## src/rtl/char_input_queue.sv

```systemverilog
// char_input_queue: character front end for segment_animator.
// Synchronises the raw strobe and its code and turns each strobe rising edge
// into at most one accepted character. A tick60 lockout filters switch
// bounce. Accepted codes sit in a small first-word-fall-through FIFO that is
// read over a valid/ready handshake.

module char_input_queue #(
  parameter int WIDTH         = 7,
  parameter int DEPTH         = 4,
  parameter int LOCKOUT_TICKS = 3
) (
  input  logic                     clk,
  input  logic                     reset,
  input  logic                     enable,
  input  logic                     tick60,
  input  logic                     strobe_in,
  input  logic [WIDTH-1:0]         data_in,
  input  logic                     char_ready,
  output logic                     char_valid,
  output logic [WIDTH-1:0]         char_out,
  output logic [$clog2(DEPTH):0]   count,
  output logic                     overflow
);

  localparam int PTR_W  = $clog2(DEPTH);
  localparam int CNT_W  = PTR_W + 1;
  // The lockout counter needs to hold LOCKOUT_TICKS; keep at least one bit
  // so the zero-lockout build still has a legal (always-zero) register.
  localparam int LOCK_W = (LOCKOUT_TICKS > 0) ? $clog2(LOCKOUT_TICKS + 1) : 1;

  localparam logic [LOCK_W-1:0] LOCK_INIT = LOCK_W'(LOCKOUT_TICKS);
  localparam logic [CNT_W-1:0]  CNT_FULL  = CNT_W'(DEPTH);
  localparam logic [PTR_W-1:0]  PTR_ONE   = PTR_W'(1);
  localparam logic [CNT_W-1:0]  CNT_ONE   = CNT_W'(1);
  localparam logic [LOCK_W-1:0] LOCK_ONE  = LOCK_W'(1);

  // ---------------------------------------------------------------------
  // Synchroniser state
  // ---------------------------------------------------------------------
  logic             s1_reg;
  logic             s2_reg;
  logic             s3_reg;
  logic [WIDTH-1:0] d1_reg;
  logic [WIDTH-1:0] d2_reg;

  // ---------------------------------------------------------------------
  // Lockout and FIFO control state
  // ---------------------------------------------------------------------
  logic [LOCK_W-1:0] lock_cnt_reg;
  logic [LOCK_W-1:0] lock_cnt_next;
  logic [PTR_W-1:0]  wr_ptr_reg;
  logic [PTR_W-1:0]  wr_ptr_next;
  logic [PTR_W-1:0]  rd_ptr_reg;
  logic [PTR_W-1:0]  rd_ptr_next;
  logic [CNT_W-1:0]  count_reg;
  logic [CNT_W-1:0]  count_next;
  logic              overflow_reg;
  logic              overflow_next;

  // Storage: one register per entry, gathered into an array for the read mux.
  logic [WIDTH-1:0]  entries [DEPTH];

  // ---------------------------------------------------------------------
  // Decoded control
  // ---------------------------------------------------------------------
  logic edge_det;
  logic locked;
  logic push_req;
  logic fifo_full;
  logic fifo_empty;
  logic pop;
  logic wr_en;
  logic drop;

  assign edge_det   = s2_reg & ~s3_reg;
  assign locked     = (lock_cnt_reg != '0);
  // An edge is accepted only while enabled and out of lockout; edges inside
  // the lockout window vanish without touching the FIFO or overflow.
  assign push_req   = enable & edge_det & ~locked;
  assign fifo_full  = (count_reg == CNT_FULL);
  assign fifo_empty = (count_reg == '0);
  assign pop        = enable & ~fifo_empty & char_ready;
  // When full, a simultaneous pop frees the head slot, which is exactly the
  // slot wr_ptr points at, so the write can proceed in the same cycle.
  assign wr_en      = push_req & (~fifo_full | pop);
  assign drop       = push_req & fifo_full & ~pop;

  // Two-flop synchroniser plus history flop; runs even when disabled so that
  // edges occurring while disabled are consumed rather than replayed later.
  always_ff @(posedge clk) begin
    if (reset) begin
      s1_reg <= 1'b0;
      s2_reg <= 1'b0;
      s3_reg <= 1'b0;
      d1_reg <= '0;
      d2_reg <= '0;
    end else begin
      s1_reg <= strobe_in;
      s2_reg <= s1_reg;
      s3_reg <= s2_reg;
      d1_reg <= data_in;
      d2_reg <= d1_reg;
    end
  end

  // Next-state for lockout counter, pointers, occupancy and sticky overflow.
  always_comb begin
    lock_cnt_next = lock_cnt_reg;
    wr_ptr_next   = wr_ptr_reg;
    rd_ptr_next   = rd_ptr_reg;
    count_next    = count_reg;
    overflow_next = overflow_reg;

    if (enable) begin
      // A fresh acceptance reloads the counter and takes priority over a
      // coincident tick60, so the full window is always honoured.
      if (push_req) begin
        lock_cnt_next = LOCK_INIT;
      end else if (tick60 && locked) begin
        lock_cnt_next = lock_cnt_reg - LOCK_ONE;
      end

      if (wr_en) begin
        wr_ptr_next = wr_ptr_reg + PTR_ONE;
      end
      if (pop) begin
        rd_ptr_next = rd_ptr_reg + PTR_ONE;
      end

      unique case ({wr_en, pop})
        2'b10:   count_next = count_reg + CNT_ONE;
        2'b01:   count_next = count_reg - CNT_ONE;
        default: count_next = count_reg;
      endcase

      if (drop) begin
        overflow_next = 1'b1;
      end
    end
  end

  // Control registers; reset flushes the queue and clears the sticky flag.
  always_ff @(posedge clk) begin
    if (reset) begin
      lock_cnt_reg <= '0;
      wr_ptr_reg   <= '0;
      rd_ptr_reg   <= '0;
      count_reg    <= '0;
      overflow_reg <= 1'b0;
    end else begin
      lock_cnt_reg <= lock_cnt_next;
      wr_ptr_reg   <= wr_ptr_next;
      rd_ptr_reg   <= rd_ptr_next;
      count_reg    <= count_next;
      overflow_reg <= overflow_next;
    end
  end

  // Per-entry storage; contents need no reset because occupancy gates reads.
  genvar gi;
  generate
    for (gi = 0; gi < DEPTH; gi++) begin : g_entry
      logic [WIDTH-1:0] entry_reg;

      // Capture the aligned code when this slot is the write target.
      always_ff @(posedge clk) begin
        if (wr_en && (wr_ptr_reg == PTR_W'(gi))) begin
          entry_reg <= d2_reg;
        end
      end

      assign entries[gi] = entry_reg;
    end
  endgenerate

  // Outputs are decoded purely from registers: no path from char_ready.
  assign char_valid = ~fifo_empty;
  assign char_out   = fifo_empty ? '0 : entries[rd_ptr_reg];
  assign count      = count_reg;
  assign overflow   = overflow_reg;

endmodule

```

## config.mk

```make
export PLATFORM = sky130hd
export DESIGN_NAME = char_input_queue
export DESIGN_NICKNAME = d
export VERILOG_FILES = /design/src/rtl/char_input_queue.sv
export SDC_FILE = /design/constraint.sdc
export NUM_CORES = 1
export LEC_CHECK = 0
export CAP_MARGIN = 20
export CORE_ASPECT_RATIO = 0.7
export CORE_MARGIN = 8
export CORE_UTILIZATION = 57
export CTS_CLUSTER_DIAMETER = 30
export DETAILED_ROUTE_END_ITERATION = 12
export HOLD_SLACK_MARGIN = 0.12
export PLACE_DENSITY = 0.78
export RECOVER_POWER = 50
export SLEW_MARGIN = 15
export SYNTH_ARGS = -nofsm -noshare
export SYNTH_HDL_FRONTEND = slang
export SYNTH_SLANG_ARGS = --single-unit
```

## constraint.sdc

```tcl
create_clock -name clk -period 5.74 [get_ports clk]
set_clock_uncertainty 0.05 [all_clocks]
set_input_delay 1.148 -clock clk [delete_from_list [all_inputs] [get_ports clk]]
set_output_delay 1.148 -clock clk [all_outputs]
set_load 0.005 [all_outputs]
```

Word level (Yosys, flattened, before mapping)
Index checks and enable logic that the tools add are counted.
{"block": "totals", "reg_bits": 55, "input_bits": 13, "output_inout_bits": 12, "wordCells": 63}
{"block": "classes", "addsub": 5, "magnitude_cmp": 1, "eq_ne": 6, "muxes": 7, "bitwise": 15, "n_reduce_logical": 15}
{"cell": "2-to-1 mux 7 bit", "count": 3}
{"cell": "binary-select mux 7 bit (select 2 bit)", "count": 1}
{"cell": "AND reduction 2 bit", "count": 5}
{"cell": "bitwise AND 1 bit", "count": 8}
{"cell": "equality test 2 bit, second input constant", "count": 3}
{"cell": "one-hot mux 3 bit (2 select lines)", "count": 1}
{"cell": "nonzero test 2 bit", "count": 3}
{"cell": "logical AND 1 bit", "count": 5}
{"cell": "NOT 1 bit", "count": 5}
{"cell": "adder 2 x 1 -> 2 bit, second input constant", "count": 2}
{"cell": "equality test 2 x 1 -> 1 bit, second input constant", "count": 2}
{"cell": "2-to-1 mux 2 bit", "count": 2}
{"cell": "adder 3 x 1 -> 3 bit, second input constant", "count": 1}
{"cell": "equality test 3 bit, second input constant", "count": 1}
{"cell": ">= comparator 3 bit, second input constant", "count": 1}
{"cell": "logical NOT 3 bit", "count": 1}
{"cell": "NOT 2 -> 3 bit", "count": 1}
{"cell": "subtractor 3 x 1 -> 3 bit, second input constant", "count": 1}
{"cell": "logical NOT 2 bit", "count": 1}
{"cell": "subtractor 2 x 1 -> 2 bit, second input constant", "count": 1}
{"cell": "bitwise OR 1 bit", "count": 1}

Logic depth before layout (Yosys ltp)
{"block": "logic_depth", "depth_word": 9, "depth_mapped": 8, "mapped_depth_nobuf": 8}

Least setup slack after synthesis
OpenSTA, ideal clock, no wires.
{"block": "synth_path", "kind": "in2reg", "startpoint": "in enable", "endpoint": "reg count_reg[2], in the netlist count[2]", "setup_time_ns": 0.123, "arrival_time_ns": 2.363, "required_time_ns": 5.567, "slack_ns": 3.203, "stages": 6, "n_path_buf": 0, "path_cell_list": "o311a_4 > nand2_1 > fa_1 > and3_4 > a21oi_1 > mux2_1"}
{"block": "synth_via", "elab_chain_cells": 7, "word_cells_on_any_way": 11, "classes_between": "eq/ne (2); mux (1); bitwise (6); reduce/logical (2)"}
{"element": "start, declared", "line_no": "14", "source": "input logic enable,"}
{"element": "bitwise AND 1 bit (2 in a row)", "line_no": "82", "source": "assign pop = enable & ~fifo_empty & char_ready;"}
{"element": "bitwise OR 1 bit", "line_no": "85", "source": "assign wr_en = push_req & (~fifo_full | pop);"}
{"element": "bitwise AND 1 bit", "line_no": "85"}
{"element": "equality test 2 x 1 -> 1 bit or equality test 2 bit (tied branches)", "line_no": "130", "source": "unique case ({wr_en, pop})"}
{"element": "nonzero test 2 bit (no line)"}
{"element": "AND reduction 2 bit (no line)"}
{"element": "end signal, assigned", "line_no": "154", "source": "count_reg <= count_next;"}
{"element": "end, declared", "line_no": "55", "source": "logic [CNT_W-1:0] count_reg;"}
Several ways; a longest one is shown, not always the timed one.
A chain may end at the register's enable or synchronous reset.

Worst setup path after layout
{"block": "layout_path", "startpoint": "reg rd_ptr_reg[0]", "endpoint": "out char_out[4]"}
{"block": "layout_via", "elab_chain_cells": 5}
{"element": "start, declared", "line_no": "53", "source": "logic [PTR_W-1:0] rd_ptr_reg;"}
{"element": "start signal, assigned", "line_no": "153", "source": "rd_ptr_reg <= rd_ptr_next;"}
{"element": "NOT 2 -> 3 bit (not written as such)", "line_no": "178", "source": "assign char_out = fifo_empty ? '0 : entries[rd_ptr_reg];"}
{"element": "binary-select mux 7 bit (select 2 bit)", "line_no": "178"}
{"element": "2-to-1 mux 7 bit (not written as such) (2 in a row)", "line_no": "178"}
{"element": "2-to-1 mux 7 bit", "line_no": "178"}
{"element": "end, declared", "line_no": "20", "source": "output logic [WIDTH-1:0] char_out,"}
No other way between the ends. The select of a mux whose other input is x is not followed.

==> out/metrics.cfg <==
[setup_path]
worstSetupStartpoint=rd_ptr_reg[0]
crit_chain=mux4_2, nor2b_1, clkdlybuf4s50_1
critical-path-top-delay-family=flip-flops
r2r-start=lock_cnt_reg[0]
r2r_setup_slack_ps=3670
critPathKind=reg2out
critical_path.n_buffers_inverters=1
critPathCapture=char_out[4]
critical_path_required_ps=4540
cp_data_arrival_time_ps=2230
worst-r2r-cell-count=8
critical_path_max_stage_delay_ps=720
worst_r2r_endpoint=count[2]
cp-start-kind=flip-flop
worst_setup_path_end_kind=primary output
critical_path_depth=3
path_max_fanout=9
crit_slowest_cell=dfxtp_1

[synth]
syn-num-nets=169
syn-mean-instance-area_um2=14.3
seq_area_frac_synth=0.643
ys_ff_latch=55
netlist_area_mm2=0.00215
synth-main-ff-cell=edfxtp_1
synth-edff-count=28
synth.lib_cells_used.distinct=28
syn-instance-count=150
postSynth.asyncResetShare=0
synthesis.yosys.warnings=0

[placement]
dp_hpwl_mm=2.48
routability_congestion_estimate_from_global_placement=0.767
place.port_buffers=24
cell_area_reported_after_detailed_placement_mm2=0.00243

[pwr]
p_int_mw=0.576
combinationalPowerShare=0.069
netSwitchingFraction=0.200
p_sw_mw=0.144
cellPowerDensity_mw_per_mm2=283
power.leakage_nw=0.917
ir_drop_uv=170
total_power_mw=0.720
p_clk_frac=0.338
share_of_total_power_in_sequential_cells=0.593

[timing]
final-max-slew-violation-count=0
clock.fmax_ghz=0.291
final.min_clock_period_ps=3430
rsz0062_at_grt=false
fin_tns_setup_ps=0
tightest_slew_ps=1050
hold_slack_ps=396
setup_viol=0
finalCritPeriodShare=0.598
final_hold_viol_count=0
maxSlewHeadroom=0.292

[finish]
sequential_cell_area_mm2=0.00138
nNetsFinal=196
antenna_cells_inserted=0
final_common_cell=edfxtp_1
flip_flop_count_of_the_largest_register_all_copies_and_words_added=28
fraction_of_final_layout_cells_sized_beyond_drive_strength_1=0.118
multiInputGateArea_um2=708
n_fill_cell=247
finish.instance_area_mm2=0.00254
most-common-layout-cells=edfxtp_1, dfxtp_1, nor2b_1, clkdlybuf4s50_1, inv_1
syn_to_final_growth_pct=18.4

[drt]
detailedRoute.firstPassIterationCount=4
route.detailed.drc=0
post_drt_wl_per_cell_um=15.4
route.antenna.remaining_nets=0
drt_wl_total_mm=3.51
viasPerCell=5.16
drtIter0Drc=51
route.vias.total=1176

[global_route]
grt.met1_usage=0.147
grt_antenna_before_repair=0
groute.layer.met2.usage=0.225
gr-usage-all-layers=0.131
grt_max_degree=31
grt_pass1_wl_mm=5.69
global_route.peak_usage_layer=met2
grt_overflow=0
global_route.usage.met3=0.0400
grt_pass1_vias=1206

[die]
io_pins=25
die_y_um=67.4
die_w_um=89.4
floorplan.rows=18
die_area_mm2=0.00602
floorplan.initialDensity=0.603
core_mm2=0.00356

[min_path]
min-delay-path-class=reg2reg

[run]
max_cap_viol_count=0

[clock_tree]
cts_setup_buffers=0
numCtsBuffers=5
clock_sink_count=55
cts_tree=done
clockRootBuffer=clkbuf_8
clock_path_buffers=2
cts_hold_buffers=0
post_cts_resized=0
htree_num_levels=2
worst_setup_hold_path_clk_slew_ps=90
clk_latency_ps=300

[status]
outcome=finished clean

==> cell usage after synthesis, drive strengths merged, types with 4 or more instances <==
cell	n	area, um2
edfxtp	28	841
dfxtp	27	541
nor2b	26	163
inv	10	37.5
nor2	9	33.8
mux4	7	158
a21oi	6	33.8
ha	5	62.6
and2	4	25.0
clkbuf	4	15.0
nand2	4	15.0
==> metal layers <==
metal | vias up | part of all wire | wire [um]
met1 | 579 | 0.43 | 1490
li1 | 573 | - | -
met4 | 0 | 0.015 | 51
met3 | 6 | 0.042 | 147
met2 | 18 | 0.52 | 1820
met5 | - | 0 | 0
==> kinds of logic (layout without fill, tap and decap cells) <==
logic type	Yosys count	after routing	share of synthesized area
mux	11	11	0.0938
flops	55	55	0.643
compound gates	10	10	0.0385
fa+ha+maj	6	6	0.0385
buf+inv	15	43	0.0268
xor+xnor	4	4	0.0163
simple gates	49	49	0.143
==> per-stage QoR <==
stage | setup slack, ps | std cells | util
6_report | 2310 | 228 | 0.714
5_1_grt | 2170 | 228 | 0.714
4_1_cts | 2260 | 227 | 0.713
3_5_place_dp | 2360 | 219 | 0.683
3_3_place_gp | 2460 | 219 | 0.683
2_1_floorplan | 3200 | 150 | -
==> area by class of cell <==
class	count	share of cell area
Clock buffer	5	0.0271
Timing Repair Buffer	25	0.0960
Sequential cell	55	0.544
Tap cell	50	0.0246
Clock inverter	3	0.0153
Multi-Input combinational cell	80	0.279
Inverter	10	0.0148
==> power by group through the flow <==
stage	clock, mW	sequential (mW)	combinational [mW]
finish	0.243	0.427	0.0498
global route	0.265	0.428	0.0545
CTS	0.249	0.427	0.0504
detailed placement	0	0.436	0.0502
global placement	0	0.435	0.0482
floorplan	0	0.433	0.0286
==> how the worst min path moves through the flow <==
stage          startpoint  depth (start not counted)         to
2_1_floorplan   d1_reg[0]                          1  d2_reg[0]
3_3_place_gp    d1_reg[0]                          1  d2_reg[0]
3_5_place_dp    d1_reg[1]                          1  d2_reg[1]
4_1_cts         d1_reg[1]                          1  d2_reg[1]
5_1_grt         d1_reg[2]                          1  d2_reg[2]
6_report        d1_reg[3]                          1  d2_reg[3]
(Power assumes the default switching activity.)
